===== config.mk =====
export PLATFORM = sky130hd
export DESIGN_NAME = dmem_responder
export DESIGN_NICKNAME = d
export VERILOG_FILES = /design/src/rtl/mips_mem_pkg.sv /design/src/rtl/dmem_array.sv /design/src/rtl/dmem_responder.sv
export SDC_FILE = /design/constraint.sdc
export NUM_CORES = 2
export LEC_CHECK = 0
export ABC_AREA = 1
export CORE_ASPECT_RATIO = 2
export CORE_MARGIN = 1
export CORE_UTILIZATION = 33
export DETAILED_ROUTE_END_ITERATION = 6
export PLACE_DENSITY = 0.53
export REMOVE_ABC_BUFFERS = 1
export SLEW_MARGIN = 20
export SYNTH_ARGS = -nofsm -noshare
export SYNTH_HDL_FRONTEND = slang
export SYNTH_SLANG_ARGS = --single-unit

===== constraint.sdc =====
create_clock -name clk -period 9.3 [get_ports clk]
set_input_delay 0.93 -clock clk [delete_from_list [all_inputs] [get_ports clk]]
set_output_delay 0.93 -clock clk [all_outputs]
set_load 0.05 [all_outputs]

===== src/rtl/mips_mem_pkg.sv =====
// rtl/mips_mem_pkg.sv - shared state encoding and defaults for the MEM-stage data memory
package mips_mem_pkg;

  typedef enum logic [1:0] {
    IDLE = 2'b00,
    WAIT = 2'b01,
    DONE = 2'b10
  } dmem_state_t;

  localparam int DMEM_LATENCY = 2;
  localparam int DMEM_ADDR_W  = 6;

  function automatic logic misaligned(input logic [31:0] a);
    return a[1:0] != 2'b00;
  endfunction

endpackage


===== src/rtl/dmem_array.sv =====
// rtl/dmem_array.sv - single-port word RAM, synchronous write, registered read
module dmem_array
  import mips_mem_pkg::*;
#(
  parameter int ADDR_W = DMEM_ADDR_W
) (
  input  logic              clk,
  input  logic              reset,
  input  logic              en,
  input  logic              we,
  input  logic              clr,
  input  logic [ADDR_W-1:0] addr,
  input  logic [31:0]       wdata,
  output logic [31:0]       rdata
);

  logic [31:0] mem [2**ADDR_W];

  // Contents survive reset; reset only suppresses a write landing on the same edge.
  always_ff @(posedge clk) begin
    if (reset && en && we) begin
      mem[addr] <= wdata;
    end
  end

  // A write on the same edge takes the port, so the read register keeps its value.
  always_ff @(posedge clk) begin
    if (!reset) begin
      rdata <= '0;
    end else if (clr) begin
      rdata <= '0;
    end else if (en && !we) begin
      rdata <= mem[addr];
    end
  end

endmodule


===== src/rtl/dmem_responder.sv =====
// rtl/dmem_responder.sv - fixed-latency data-memory responder with stall and ack handshake
module dmem_responder
  import mips_mem_pkg::*;
#(
  parameter int ADDR_W  = DMEM_ADDR_W,
  parameter int LATENCY = DMEM_LATENCY
) (
  input  logic        clk,
  input  logic        reset,
  input  logic        req,
  input  logic        we,
  input  logic [31:0] addr,
  input  logic [31:0] wdata,
  output logic        busy,
  output logic        ack,
  output logic [31:0] rdata,
  output logic        err
);

  dmem_state_t state;
  logic [3:0]  cnt;
  logic        we_q;
  logic [31:0] addr_q;
  logic [31:0] wdata_q;

  logic        enter_done;
  logic        acc_we;
  logic [31:0] acc_addr;
  logic [31:0] acc_wdata;
  logic        acc_mis;
  logic        unused_addr_hi;

  // With LATENCY=1 the access completes on the capture edge, so live inputs feed the array.
  always_comb begin
    acc_we     = we_q;
    acc_addr   = addr_q;
    acc_wdata  = wdata_q;
    enter_done = 1'b0;
    if (state == IDLE) begin
      acc_we     = we;
      acc_addr   = addr;
      acc_wdata  = wdata;
      enter_done = req && (LATENCY == 1);
    end else if (state == WAIT) begin
      enter_done = (cnt <= 4'd1);
    end
  end

  assign acc_mis        = misaligned(acc_addr);
  assign busy           = ((state == IDLE) && req) || (state == WAIT);
  assign unused_addr_hi = ^acc_addr[31:ADDR_W+2];

  always_ff @(posedge clk) begin
    if (!reset) begin
      state <= IDLE;
      cnt   <= '0;
      ack   <= 1'b0;
      err   <= 1'b0;
    end else begin
      ack <= enter_done;
      err <= enter_done && acc_mis;
      case (state)
        IDLE: begin
          if (req) begin
            we_q    <= we;
            addr_q  <= addr;
            wdata_q <= wdata;
            cnt     <= 4'(LATENCY - 1);
            state   <= (LATENCY == 1) ? DONE : WAIT;
          end
        end
        WAIT: begin
          if (cnt <= 4'd1) begin
            cnt   <= '0;
            state <= DONE;
          end else begin
            cnt <= cnt - 4'd1;
          end
        end
        DONE:    state <= IDLE;
        default: state <= IDLE;
      endcase
    end
  end

  dmem_array #(
    .ADDR_W(ADDR_W)
  ) u_array (
    .clk   (clk),
    .reset (reset),
    .en    (enter_done),
    .we    (acc_we && !acc_mis),
    .clr   (enter_done && acc_mis),
    .addr  (acc_addr[ADDR_W+1:2]),
    .wdata (acc_wdata),
    .rdata (rdata)
  );

endmodule


==> results.txt <==
status -> completed
largest net degree at the start of global routing -> 203
Overall Power -> 22.0 mW
design area -> 101000 um2
worst-path maximum fanout -> 93
mux share of post-synthesis cell area -> 0
share of cells above drive strength 1 -> 0.0637
gr ovfl total -> 0
H-tree levels -> 4
Worst Max-Slew Pin Slew -> 1060 ps
Final period util -> 0.524
Layout Skew -> 54.4 ps
minimum clock period after layout -> 4870 ps
first-pass GRT wire length -> 391000 um
# hold bufs at CTS -> 0
via-per-instance ratio -> 4.76
VDD IR-drop max -> 173 uV
Fin Setup TNS -> 0 ps
final core occ -> 0.373
Post-Synth Simple-Gate Area -> 0.157
endpoints failing setup -> 0
Synth Register Bits -> 2129
Yosys cell types -> 37
worst hold endpoint -> cnt[2]
xor and xnor fraction of the mapped netlist area -> 0.0000975
Worst R2R Start -> state[1]
Die X -> 371 um
Routed Antenna Nets -> 0
Crit path max-delay family -> buffers and inverters
DRT iter0 DRCs -> 4747
insertion delay to the later sink of the worst-skew pair -> 840 ps
pre-CTS worst setup slack -> 4280 ps
Tightest Hold Check Type -> reg -> reg
Reg-to-Reg End -> u_array.rdata[1]
max-slew violations -> 0
Leak -> 41.2 nW
IO Pins -> 103
die area -> 274000 um2
Clock Pin Slew Worst Setup and Hold Paths -> 70 ps
Layout Nets -> 8401
std cell rows -> 270
combinational family with the most area after synthesis -> simple AND/OR/NAND/NOR gates
GRT Total Usage -> 0.198
Syn-to-layout area delta -> 12.4%
Initial Util -> 0.332
post-synthesis sequential area ratio -> 0.707
Cell Area, Placed -> 95100 um2
number of global-route vias before repair -> 55427
fin worst setup slack -> 4430 ps
Num CTS Buffers -> 186
CP most frequent cell -> nand2_1
Synth Area in Compound Gates -> 0.0393
RSZ-0062 raised after global routing -> no
crit-path max cell delay -> 830 ps
CP endpoint kind -> register
routed length per instance -> 22.8 um
Final Hold Vio Count -> 0
Vias -> 57214
Worst R2R Setup Slack -> 4430 ps
Die H -> 740 um
port buffer count -> 78
critical path required time -> 10010 ps
Syn. warnings -> 0
Worst Hold Path Cells -> 2
crit-path cells -> nor2_4 > buf_4 > nand2_1 > nand2_4 > buf_4 > buf_4 > nand2_1 > o211ai_1 > nand2_1 > o21ai_1 > nand2_1 > nor2_1 > a21oi_1
gpl congestion -> 0.812
PwrDens -> 218 nW/um2
dpl hpwl -> 161000 um
CTS root buf -> clkbuf_16
fraction of the mapped netlist area in adder cells -> 0.000279
crit path kind -> reg -> reg
Cells after Synth -> 8285
Clock Tree Buf Depth -> 4
CTS Sinks -> 2129
wirelength, routed -> 274000 um
core area -> 271000 um2
Mean Syn Cell Area -> 10.8 um2
CTS tree -> built
cells on worst reg2reg path -> 13
WP buf/inv -> 3
slew margin rel. -> 0.293
postcts setup bufs -> 0
Critical Path Start Type -> register
Max Cap Viol -> 0
initial antenna violation count -> 3
DRT Pass-1 Iters -> 5
synthesized area -> 89800 um2
CP arrival -> 5580 ps
f_max -> 205 MHz
slowest cell on the critical path -> buf_4
post-cts resize count -> 0
DRC -> 0
hold_sp -> cnt[2]
## registers in the layout, indices dropped and copies added, names as in the netlist
name / cells
u_array.mem: 2048
u_array.rdata: 32
wdata_q: 32
addr_q: 8
cnt: 4
state: 2
ack: 1
err: 1
we_q: 1
## kinds of logic after synthesis
kind of cell,count (synthesis)
AO/OA/AOI/OAI,555
XOR/XNOR,1
adder cells (fa/ha/maj),2
buffers and inverters,2169
flip-flops,2129
AND/OR/NAND/NOR,3429
## synthesized netlist by cell type (all sizes together)
cell,count,area [um2]
a211oi,1,7.51
a21oi,37,189
and3,2,12.5
buf,329,1680
clkbuf,53,200
dfxtp,40,801
edfxtp,2089,62700
ha,2,25.0
inv,1787,6710
nand2,2429,9130
nand3,777,3890
nand4,64,400
nor2,144,563
nor3,10,128
nor4,1,6.26
o211ai,288,2160
o21ai,228,1160
o31ai,1,12.5
or2,2,12.5
xnor2,1,8.76
## layout by cell type (no fill, tap or decap), drive strengths merged
master | synthesis | final
edfxtp | 2089 | 2089
clkbuf | 53 | 233
xnor2 | 1 | 1
nor2 | 144 | 144
dfxtp | 40 | 40
ha | 2 | 2
or2 | 2 | 2
o211ai | 288 | 288
buf | 329 | 162
a21oi | 37 | 37
diode | 0 | 2
bufinv | 0 | 15
nand2 | 2429 | 2429
nor4 | 1 | 1
o31ai | 1 | 1
clkdlybuf4s50 | 0 | 78
nand3 | 777 | 777
a211oi | 1 | 1
clkinv | 0 | 66
inv | 1787 | 1794
and3 | 2 | 2
clkinvlp | 0 | 8
nand4 | 64 | 64
o21ai | 228 | 228
nor3 | 10 | 10
## stage by stage
step / std cells / hold WS (ps)
global placement: 11679 / 467
global route: 12009 / 576
CTS: 12008 / 541
finish: 12010 / 540
floorplan: 7903 / 458
detailed placement: 11679 / 523
## area by class of cell
type / instances / area [um2]
diodes: 2 / 5.00
clock buffers: 233 / 4940
clock inverters: 96 / 865
fillers: 25932 / 170000
inverters: 1787 / 6710
multi-input cells: 3987 / 18400
flip-flops and latches: 2129 / 63500
well taps: 3536 / 4420
repair buffers: 240 / 2130
## per-layer routing
| metal | global-route usage | up-vias | wire [um] | part of all wire |
|---|---|---|---|---|
| met1 | 0.217 | 28127 | 99800 | 0.36 |
| met3 | 0.0199 | 552 | 12600 | 0.046 |
| met5 | 0 | - | 0 | 0 |
| li1 | - | 26894 | - | - |
| met4 | 0.113 | 0 | 17300 | 0.063 |
| met2 | 0.367 | 1641 | 145000 | 0.53 |
## worst min-delay path, cell delays in order (launching register included)
cell,delay (ps)
dfxtp_1,330
a21oi_1,110
nor3_1,60
## report_power, final
group,internal (mW),switching (mW)
Clock,4.19,3.52
Combinational,0.713,2.64
Sequential,10.9,0.0254
Total,15.8,6.19
## worst max path at each step
stage,start,endpoint,cells after the start
finish,state[1],u_array.rdata[1],13
floorplan,state[1],u_array.mem[11][0],6
global route,state[1],u_array.rdata[1],13
CTS,state[1],u_array.rdata[1],13
detailed placement,addr[3],u_array.rdata[29],13
global placement,addr[3],u_array.rdata[29],13
No activity file was read; power rests on OpenSTA's default activity.
